==> config.mk <==
export PLATFORM = sky130hd
export DESIGN_NAME = spisd_card_responder
export DESIGN_NICKNAME = d
export VERILOG_FILES = /design/src/rtl/spisd_pkg.sv /design/src/rtl/spisd_byte_slave.sv /design/src/rtl/spisd_card_responder.sv
export SDC_FILE = /design/constraint.sdc
export NUM_CORES = 1
export LEC_CHECK = 0
export BUFFER_PORTS_ARGS = -buffer_cell sky130_fd_sc_hd__buf_4
export CORE_ASPECT_RATIO = 1.2
export CORE_MARGIN = 4
export CORE_UTILIZATION = 54
export DETAILED_ROUTE_END_ITERATION = 10
export PLACE_DENSITY = 0.76
export RECOVER_POWER = 100
export SLEW_MARGIN = 25
export SYNTH_ARGS = -nofsm -noshare
export SYNTH_HDL_FRONTEND = slang
export SYNTH_SLANG_ARGS = --single-unit
==> constraint.sdc <==
create_clock -name clk -period 6.3 [get_ports clk]
set_input_delay 0.63 -clock clk [delete_from_list [all_inputs] [get_ports clk]]
set_output_delay 0.63 -clock clk [all_outputs]
set_load 0.01 [all_outputs]
==> src/rtl/spisd_pkg.sv <==
// spisd_pkg: shared command/token constants, R1 helper and FSM states for the SPI SD card responder
package spisd_pkg;
  localparam logic [5:0] CMD0 = 6'd0;
  localparam logic [5:0] CMD8 = 6'd8;
  localparam logic [5:0] CMD17 = 6'd17;
  localparam logic [5:0] CMD24 = 6'd24;
  localparam logic [5:0] CMD41 = 6'd41;
  localparam logic [5:0] CMD55 = 6'd55;
  localparam logic [5:0] CMD58 = 6'd58;
  localparam logic [7:0] TOK_START = 8'hFE;
  localparam logic [7:0] TOK_DRESP = 8'h05;
  localparam int R1_IDLE_BIT = 0;
  localparam int R1_ILLEGAL_BIT = 2;
  typedef enum logic [3:0] {
    S_HUNT, S_CMD, S_NCR, S_RESP, S_TAIL, S_GAP, S_RTOKEN,
    S_RDATA, S_RCRC, S_WTOKEN, S_WDATA, S_WCRC, S_DRESP, S_BUSY
  } state_t;
  function automatic logic [7:0] r1_of(input logic idle_bit, input logic illegal);
    r1_of = 8'h00;
    r1_of[R1_IDLE_BIT] = idle_bit;
    r1_of[R1_ILLEGAL_BIT] = illegal;
  endfunction
endpackage

==> src/rtl/spisd_byte_slave.sv <==
// spisd_byte_slave: SPI mode-0 byte shifter with input synchronizers and sclk edge detection
module spisd_byte_slave (
  input  logic       clk,
  input  logic       rst,
  input  logic       sclk,
  input  logic       csn,
  input  logic       mosi,
  input  logic [7:0] tx_byte,
  output logic [7:0] rx_byte,
  output logic       rx_valid,
  output logic       cs_active,
  output logic       miso
);
  logic [2:0] sclk_s;
  logic [1:0] csn_s;
  logic [1:0] mosi_s;
  logic [2:0] bit_cnt;
  logic [7:0] tx_sh;
  logic rise;
  logic fall;
  assign rise = sclk_s[1] & ~sclk_s[2];
  assign fall = ~sclk_s[1] & sclk_s[2];
  assign cs_active = ~csn_s[1];
  assign miso = (csn | ~cs_active) ? 1'b1 : tx_sh[7];
  // two-stage synchronizers; sclk keeps a third stage as the previous value for edge detection
  always_ff @(posedge clk or posedge rst)
    if (rst) begin
      sclk_s <= 3'b000;
      csn_s <= 2'b11;
      mosi_s <= 2'b00;
    end else begin
      sclk_s <= {sclk_s[1:0], sclk};
      csn_s <= {csn_s[0], csn};
      mosi_s <= {mosi_s[0], mosi};
    end
  // sample mosi on rise, load or shift the transmit byte on fall; everything clears while deselected
  always_ff @(posedge clk or posedge rst)
    if (rst) begin
      rx_byte <= 8'h00;
      rx_valid <= 1'b0;
      bit_cnt <= 3'd0;
      tx_sh <= 8'hFF;
    end else if (!cs_active) begin
      rx_valid <= 1'b0;
      bit_cnt <= 3'd0;
      tx_sh <= 8'hFF;
    end else begin
      rx_valid <= rise && bit_cnt == 3'd7;
      if (rise) begin
        rx_byte <= {rx_byte[6:0], mosi_s[1]};
        bit_cnt <= bit_cnt + 3'd1;
      end
      if (fall) tx_sh <= bit_cnt == 3'd0 ? tx_byte : {tx_sh[6:0], 1'b1};
    end
endmodule

==> src/rtl/spisd_card_responder.sv <==
// spisd_card_responder: SPI-mode SD card target with command decode, R1/R3/R7 replies and single-block transfers
module spisd_card_responder
  import spisd_pkg::*;
#(
  parameter int NCR = 1,
  parameter int NAC = 2,
  parameter int BUSY_BYTES = 4,
  parameter int INIT_POLLS = 2,
  parameter logic [31:0] OCR = 32'hC0FF8000
) (
  input  logic        clk,
  input  logic        rst,
  input  logic        sclk,
  input  logic        csn,
  input  logic        mosi,
  output logic        miso,
  output logic [8:0]  buf_addr,
  output logic        buf_rd,
  input  logic [7:0]  buf_rdata,
  output logic        buf_wr,
  output logic [7:0]  buf_wdata,
  output logic [31:0] blk_addr,
  output logic        blk_rd_start,
  output logic        blk_wr_done,
  output logic        idle
);
  state_t state, state_nx;
  logic [7:0] rx_byte;
  logic [7:0] tx_byte;
  logic rx_valid;
  logic cs_active;
  logic [5:0] cmd_idx;
  logic [31:0] arg;
  logic [31:0] tail;
  logic [9:0] cnt;
  logic [7:0] polls;
  logic [7:0] r1;
  logic [7:0] dout;
  logic [7:0] pf;
  logic app;
  logic is_rd;
  logic is_wr;
  logic has_tail;
  logic rd_q;

  spisd_byte_slave u_byte (
    .clk(clk),
    .rst(rst),
    .sclk(sclk),
    .csn(csn),
    .mosi(mosi),
    .tx_byte(tx_byte),
    .rx_byte(rx_byte),
    .rx_valid(rx_valid),
    .cs_active(cs_active),
    .miso(miso)
  );

  // state register
  always_ff @(posedge clk or posedge rst)
    if (rst) state <= S_HUNT;
    else state <= state_nx;

  // next state advances once per exchanged byte; the transmit byte follows the current state
  always_comb begin
    state_nx = state;
    tx_byte = 8'hFF;
    case (state)
      S_HUNT: if (rx_valid && rx_byte[7:6] == 2'b01) state_nx = S_CMD;
      S_CMD: if (rx_valid && cnt == 10'd4) state_nx = rx_byte[0] ? S_NCR : S_HUNT;
      S_NCR: if (rx_valid && cnt == 10'(NCR - 1)) state_nx = S_RESP;
      S_RESP: begin
        tx_byte = r1;
        if (rx_valid) state_nx = has_tail ? S_TAIL : is_rd ? S_GAP : is_wr ? S_WTOKEN : S_HUNT;
      end
      S_TAIL: begin
        tx_byte = tail[31:24];
        if (rx_valid && cnt == 10'd3) state_nx = S_HUNT;
      end
      S_GAP: if (rx_valid && cnt == 10'(NAC - 1)) state_nx = S_RTOKEN;
      S_RTOKEN: begin
        tx_byte = TOK_START;
        if (rx_valid) state_nx = S_RDATA;
      end
      S_RDATA: begin
        tx_byte = dout;
        if (rx_valid && cnt == 10'd511) state_nx = S_RCRC;
      end
      S_RCRC: if (rx_valid && cnt == 10'd1) state_nx = S_HUNT;
      S_WTOKEN: if (rx_valid && rx_byte == TOK_START) state_nx = S_WDATA;
      S_WDATA: if (rx_valid && cnt == 10'd511) state_nx = S_WCRC;
      S_WCRC: if (rx_valid && cnt == 10'd1) state_nx = S_DRESP;
      S_DRESP: begin
        tx_byte = TOK_DRESP;
        if (rx_valid) state_nx = S_BUSY;
      end
      S_BUSY: begin
        tx_byte = 8'h00;
        if (rx_valid && cnt == 10'(BUSY_BYTES - 1)) state_nx = S_HUNT;
      end
      default: state_nx = S_HUNT;
    endcase
    if (!cs_active) state_nx = S_HUNT;
  end

  // command decode, card status, buffer prefetch and write strobes, all stepped on received bytes
  always_ff @(posedge clk or posedge rst)
    if (rst) begin
      cmd_idx <= 6'd0;
      arg <= 32'h0;
      tail <= 32'h0;
      cnt <= 10'd0;
      polls <= 8'd0;
      r1 <= 8'hFF;
      dout <= 8'hFF;
      pf <= 8'hFF;
      app <= 1'b0;
      is_rd <= 1'b0;
      is_wr <= 1'b0;
      has_tail <= 1'b0;
      rd_q <= 1'b0;
      idle <= 1'b1;
      blk_addr <= 32'h0;
      buf_addr <= 9'd0;
      buf_rd <= 1'b0;
      buf_wr <= 1'b0;
      buf_wdata <= 8'h00;
      blk_rd_start <= 1'b0;
      blk_wr_done <= 1'b0;
    end else begin
      buf_rd <= 1'b0;
      buf_wr <= 1'b0;
      blk_rd_start <= 1'b0;
      blk_wr_done <= 1'b0;
      rd_q <= buf_rd;
      if (rd_q) pf <= buf_rdata;
      if (rx_valid) begin
        cnt <= state_nx != state ? 10'd0 : cnt + 10'd1;
        if (state == S_HUNT) cmd_idx <= rx_byte[5:0];
        if (state == S_CMD && cnt < 10'd4) arg <= {arg[23:0], rx_byte};
        if (state == S_CMD && state_nx == S_NCR) begin
          app <= cmd_idx == CMD55;
          has_tail <= 1'b0;
          is_rd <= 1'b0;
          is_wr <= 1'b0;
          case (cmd_idx)
            CMD0: begin
              idle <= 1'b1;
              polls <= 8'd0;
              r1 <= r1_of(1'b1, 1'b0);
            end
            CMD8: begin
              r1 <= r1_of(idle, 1'b0);
              tail <= {20'h0, arg[11:0]};
              has_tail <= 1'b1;
            end
            CMD55: r1 <= r1_of(idle, 1'b0);
            CMD41:
              if (!app) r1 <= r1_of(idle, 1'b1);
              else if (polls < 8'(INIT_POLLS)) begin
                polls <= polls + 8'd1;
                r1 <= r1_of(1'b1, 1'b0);
              end else begin
                idle <= 1'b0;
                r1 <= r1_of(1'b0, 1'b0);
              end
            CMD58: begin
              r1 <= r1_of(idle, 1'b0);
              tail <= OCR;
              has_tail <= 1'b1;
            end
            CMD17, CMD24:
              if (idle) r1 <= r1_of(1'b1, 1'b1);
              else begin
                r1 <= r1_of(1'b0, 1'b0);
                blk_addr <= arg;
                is_rd <= cmd_idx == CMD17;
                is_wr <= cmd_idx == CMD24;
              end
            default: r1 <= r1_of(idle, 1'b1);
          endcase
        end
        if (state == S_RESP && is_rd) blk_rd_start <= 1'b1;
        if (state == S_TAIL) tail <= {tail[23:0], 8'h00};
        if (state == S_GAP && state_nx == S_RTOKEN) begin
          buf_addr <= 9'd0;
          buf_rd <= 1'b1;
        end
        if (state == S_RTOKEN || state == S_RDATA) dout <= pf;
        if (state == S_RTOKEN || (state == S_RDATA && cnt < 10'd510)) begin
          buf_addr <= buf_addr + 9'd1;
          buf_rd <= 1'b1;
        end
        if (state == S_WDATA) begin
          buf_wr <= 1'b1;
          buf_wdata <= rx_byte;
          buf_addr <= cnt[8:0];
          blk_wr_done <= cnt == 10'd511;
        end
      end
    end
endmodule

; ---- Word-level counts from Yosys, hierarchy flattened
; Cells that the tools add are included.
[op_classes]
reduce_logical = 40
addsub = 4
muxes = 58
n_shift = 0
bitwise = 7
div = 0
multipliers = 0
n_eq_ne = 32
magnitude_cmp = 3
[op_table]
columns = op, n
row1 = two-way mux 4 bit, 17
row2 = two-way mux 32 bit, 2
row3 = one-hot mux 32 bit (2 select lines), 1
row4 = one-hot mux 4 bit (13 select lines), 1
row5 = one-hot mux 8 bit (6 select lines), 1
row6 = two-way mux 8 bit, 5
row7 = two-way mux 9 bit, 3
row8 = "== test 4 bit, second input constant", 6
row9 = "== test 4 x 3 -> 1 bit, second input constant", 5
row10 = two-way mux 1 bit, 19
row11 = "== test 6 bit, second input constant", 3
row12 = one-hot mux 8 bit (2 select lines), 1
row13 = AND reduction 2 bit, 7
row14 = logical AND 1 bit, 13
row15 = "== test 4 x 2 -> 1 bit, second input constant", 3
row16 = "== test 6 x 5 -> 1 bit, second input constant", 2
row17 = two-way mux 3 bit, 4
row18 = one-hot mux 3 bit (4 select lines), 1
row19 = "adder 10 x 1 -> 10 bit, second input constant", 1
row20 = "== test 10 x 1 -> 1 bit, second input constant", 1
row21 = "== test 10 x 2 -> 1 bit, second input constant", 1
row22 = "== test 10 x 3 -> 1 bit, second input constant", 1
row23 = "== test 10 x 9 -> 1 bit, second input constant", 1
row24 = zero test 10 bit, 1
row25 = 30 further kinds, 44
[totals]
mem_bits_rw = 0
memories = 0
wordCells = 173
latch_bits = 0
ff_bits = 202
mem_bits_ro = 0

; ---- Longest topological paths before layout
[depth]
depth_word = 11
mapped_depth = 12

; ---- By module
; A second synthesis with hierarchy kept.
[hier_totals]
cells_unflattened = 794
hier_area_um2 = 9086.2
[modules_own_cells]
columns = mod, cells_each, area_each_um2, instances, seq_area_each_um2
row1 = spisd_card_responder, 717, 7977.7, 1, 4279.1
row2 = spisd_byte_slave, 77, 1108.6, 1, 688.2

; ---- Worst setup path before layout
; Ideal clock, no wire load.
[synth_timing]
kind = register to register
from = register cnt[9]
to = register blk_addr[0]
n_path_buf = 2
arrival_ns = 2.518
stages_incl_launch_ff = 10
t_required_ns = 6.175
setup_slack_ns = 3.657
setup_ns = 0.125
path_cell_list = dfrtp_1 > buf_2 > nor4_4 > nand3_1 > o2bb2ai_1 > or3_1 > nor4_4 > nand3b_4 > buf_6 > mux2_4
[synth_between]
elab_chain_len = 8
word_cells_on_any_way = 23
classes_between = eq/ne: 5 / mux: 10 / reduce/logical: 8
[synth_lines]
columns = item, line
row1 = from (decl), spisd_card_responder.sv:35  ; logic [9:0] cnt;
row2 = from (signal assigned), spisd_card_responder.sv:138  ; cnt <= state_nx != state ? 10'd0 : cnt + 10'd1;
row3 = == test 10 x 2 -> 1 bit (tied with other cells), "spisd_card_responder.sv:78, spisd_card_responder.sv:99"
row4 = logical AND 1 bit (on tied branches), n/a
row5 = two-way mux 4 bit (tied with other cells), "spisd_card_responder.sv:78, spisd_card_responder.sv:99"
row6 = one-hot mux 4 bit (13 select lines) *, spisd_card_responder.sv:68  ; case (state)
row7 = two-way mux 4 bit *, spisd_card_responder.sv:103  ; if (!cs_active) state_nx = S_HUNT;
row8 = == test 4 x 2 -> 1 bit *, spisd_card_responder.sv:141  ; if (state == S_CMD && state_nx == S_NCR) begin
row9 = logical AND 1 bit *, spisd_card_responder.sv:141
row10 = AND reduction 4 bit (no source line) *, n/a
row11 = to (signal assigned), spisd_card_responder.sv:176  ; blk_addr <= arg;
row12 = to (decl), spisd_card_responder.sv:22  ; output logic [31:0] blk_addr,
; Mark *: on every way between the ends. The rest lies on a longest branch, timed or not.
; A chain may end at the register's enable or synchronous reset.

; ---- Worst setup path after layout
[layout_timing]
from = register u_byte.rx_valid
to = register cnt[9]
[layout_between]
elab_chain_len = 6
word_cells_on_any_way = 24
classes_between = eq/ne: 1 / mux: 16 / reduce/logical: 7
[layout_lines]
columns = item, line
row1 = from (decl), spisd_byte_slave.sv:10  ; output logic rx_valid,
row2 = from (signal assigned), spisd_byte_slave.sv:40  ; rx_valid <= 1'b0;
row3 = from (signal assigned), spisd_byte_slave.sv:44  ; rx_valid <= 1'b0;
row4 = from (signal assigned), spisd_byte_slave.sv:48  ; rx_valid <= rise && bit_cnt == 3'd7;
row5 = logical AND 1 bit (tied with other cells), "spisd_card_responder.sv:78, spisd_card_responder.sv:99"
row6 = two-way mux 4 bit (tied with other cells), "spisd_card_responder.sv:78, spisd_card_responder.sv:99"
row7 = one-hot mux 4 bit (13 select lines), spisd_card_responder.sv:68
row8 = two-way mux 4 bit, spisd_card_responder.sv:103
row9 = != test 4 bit, spisd_card_responder.sv:138
row10 = two-way mux 10 bit, spisd_card_responder.sv:138
; Several ways; a longest one is shown, not always the timed one.

==> qor.txt <==
Slew @ Worst Pin - 2956 ps
wire per inst - 17.63 um
Synth Flop Type - dfrtp_1
Post-Layout Cell Count - 1084
placed insts - 1051
initial antenna violation count - 0
CP delay by family, top - buffers and inverters
Syn. warnings - 0
total number of vias - 6402
synth top area cells - dfrtp_1 (46%), dfstp_2 (8.6%), mux2_2 (8.4%)
crit-path max FO - 34
RSZ-0062 raised after global routing - false
internal cell power - 1.865 mW
Tcrit/Tclk final - 75.96%
Clk network pwr share - 43.7%
fin area - 0.009966 mm^2
first-pass GRT wire length - 32.24 mm
Antenna diodes - 0
setup TNS - 0 ps
HPWL after DPL - 12.34 mm
largest net degree at the start of global routing - 145
WP data arrival - 5120 ps
Hold Violations, Final - 0
failing checks - max-capacitance violations, max-slew violations
synthesized flop and latch total - 197
gpl congestion - 0.8724
Combinational Power Share - 2.8%
worst skew pair latency - 440 ps
drt first pass iters - 6
total core area - 0.01640 mm^2
Initial Util - 55.66%
# H-tree levels - 4
leakage - 4.565 nW
crit path setup slack, layout - 1514 ps
Syn Nets - 839
# fillers - 1401
Post-CTS Hold Buffers - 0
final setup violation count - 0
status - finished, violations left
pre-CTS setup slack - 2203 ps
CP endpoint kind - flop
Mapped Cells - 818
Hold Path Class - input pin to flop
post-route ant nets - 0
Post-Syn Area - 0.009129 mm^2
Critical Path RT - 6640 ps
Net Sw Power - 0.6380 mW
post-CTS resize count - 0
vias per cell - 5.906
sequential share of power - 53.5%
Peak supply drop - 0.1856 mV
die area - 0.01906 mm^2
# DRC - 0
CP cell instances - clkbuf_1 -> inv_1 -> or4_1 -> o32ai_1 -> or3_1 -> nor2_1 -> a211oi_1 -> clkbuf_1 -> nand2_1 -> a22oi_1
max_slew headroom - -97.08%
Synth cell types - 69
nets@finish - 880
ys async rst share - 100.0%
vias in the first global route - 6175
area leader, netlist - dfrtp_1
cell mode on critical path - clkbuf_1
Site Rows - 51
startpoint types - flop
Worst path max stage delay - 1030 ps
Pwr Total - 2.503 mW
synthesis-to-finish area growth - 9.169%
num ports - 68
slowest stage cell, crit path - clkbuf_1
Max Freq - 209.0 MHz
Sw Ratio - 25.49%
Synth top cells by count - dfrtp_1 (167), nand2_1 (97), mux2_2 (68)
max-cap check violation count - 3
number of post-CTS setup repair buffers - 0
area post-placement - 0.009701 mm^2
Final min period - 4786 ps
Bufs on Longest Clock Path - 2
Crit Path Category - flop to flop
gr usage total - 20.86%
Iteration-0 DRC Markers - 535
total routed wirelength - 19.11 mm
Root Driver - clkbuf_16
P per Cell Area - 251.2 mW/mm^2
clk sinks - 197
EDFF count, synth - 0
Die Span X - 126.7 um
TritonCTS clock tree - built
most frequent cell after synthesis - dfrtp_1
mean post-synth cell area - 11.16 um^2
CTS clk-pin slew, worst paths - 80 ps
sequential share of the synthesized area - 54.41%
Final Max Tran Viols - 213
Synth top area share - 45.78%
Die Y - 150.4 um
I/O Buffers - 67
Buf+Inv Stages, Crit Path - 3
grt ovf - 0
layout cell share with drive strength beyond 1 - 17.66%
Worst Skew - 18.62 ps
CTS Buf Count - 17
## cell families after synthesis
family | Yosys count | synth area share [%]
and+or+nand+nor | 276 | 15.43
adders and majority gates | 8 | 1.097
buffers and inverters | 70 | 3.522
DFF | 197 | 54.41
muxes | 102 | 13.76
xor gates and xnor gates | 3 | 0.2879
AOI/OAI and AO/OA | 162 | 11.49
## power by group through the flow
stage               Sequential [mW]  Combinational [mW]  Clock (mW)
CTS                            1.34              0.0743        1.11
global route                   1.34              0.0813        1.17
detailed placement             1.36              0.0737           0
global placement               1.36              0.0707           0
finish                         1.34              0.0710        1.09
floorplan                      1.34              0.0553           0
## per-stage QoR
step	hold WS (ps)	util (%)
final	316.5	60.77
after global routing	298.8	60.77
after CTS	276.3	62.89
after detailed placement	334.7	59.15
after global placement	334.4	59.15
after floorplan	331.2	-
## cell type report
| class | count | area [um^2] | area share, % |
|---|---|---|---|
| clock buffers | 18 | 429.2 | 4.306 |
| clock inverters | 14 | 183.9 | 1.846 |
| inverters | 18 | 71.32 | 0.7156 |
| multi-input cells | 551 | 3714 | 37.26 |
| flip-flops and latches | 197 | 4967 | 49.84 |
| well taps | 212 | 265.3 | 2.662 |
| repair buffers | 74 | 335.3 | 3.365 |
## worst reg2reg max path: stages, from the launching register on
cell	delay, ps
dfrtp_1	330
clkbuf_1	1030
inv_1	610
or4_1	840
o32ai_1	250
or3_1	230
nor2_1	70
a211oi_1	290
clkbuf_1	480
nand2_1	300
a22oi_1	260
## flip-flops by register name, indices dropped and copies added, names as in the netlist, 2 cells and up
register,count
blk_addr,32
u_byte.bit_cnt,3
u_byte.sclk_s,3
arg,32
u_byte.csn_s,2
tail,32
cmd_idx,6
u_byte.mosi_s,2
buf_wdata,8
u_byte.rx_byte,8
polls,8
cnt,10
state,4
r1,3
buf_addr,9
u_byte.tx_sh,8
dout,8
pf,8
## final timing paths
kind / start / to / slack [ps] / cells past startpoint
max in group asynchronous: rst / buf_wdata[1]$_DFFE_PP0P_ / 3390 / 3
min in group asynchronous: rst / blk_addr[18]$_DFFE_PP0P_ / 1110 / 2
hold reg to reg: u_byte.mosi_s[0]$_DFF_PP0_ / u_byte.mosi_s[1]$_DFF_PP0_ / 350 / 0
hold / removal: csn / u_byte.csn_s[0]$_DFF_PP1_ / 320 / 1
setup / recovery: u_byte.rx_valid$_DFF_PP0_ / cnt[9]$_DFFE_PP0P_ / 1510 / 10
setup reg to reg: u_byte.rx_valid$_DFF_PP0_ / cnt[9]$_DFFE_PP0P_ / 1510 / 10
## layer usage
metal	global-route usage, %	up-vias	part of all wire (%)	wire, um
met5	0	-	0	0
met4	5.901	0	1.5	287
li1	-	3032	-	-
met3	3.726	21	4.3	821
met1	30.14	3165	47	8924
met2	32.71	184	48	9079
## layout by cell type (no fill, tap or decap), types with 8 or more instances in the layout
cell type	instances
buf_4	12
mux2_1	29
nor2_1	46
ha_1	8
and3_1	9
o21ai_0	46
a22o_1	9
nor3_1	16
clkbuf_1	59
a21oi_1	38
clkbuf_16	17
dfrtp_1	167
dfstp_2	28
nand3_1	37
nand2b_1	11
nand2_1	97
a31oi_1	17
o221ai_1	8
mux2_2	68
a22oi_1	8
inv_1	16
nor2b_1	9
nor4_1	9
Note: power is estimated with default switching activity, not from simulation.
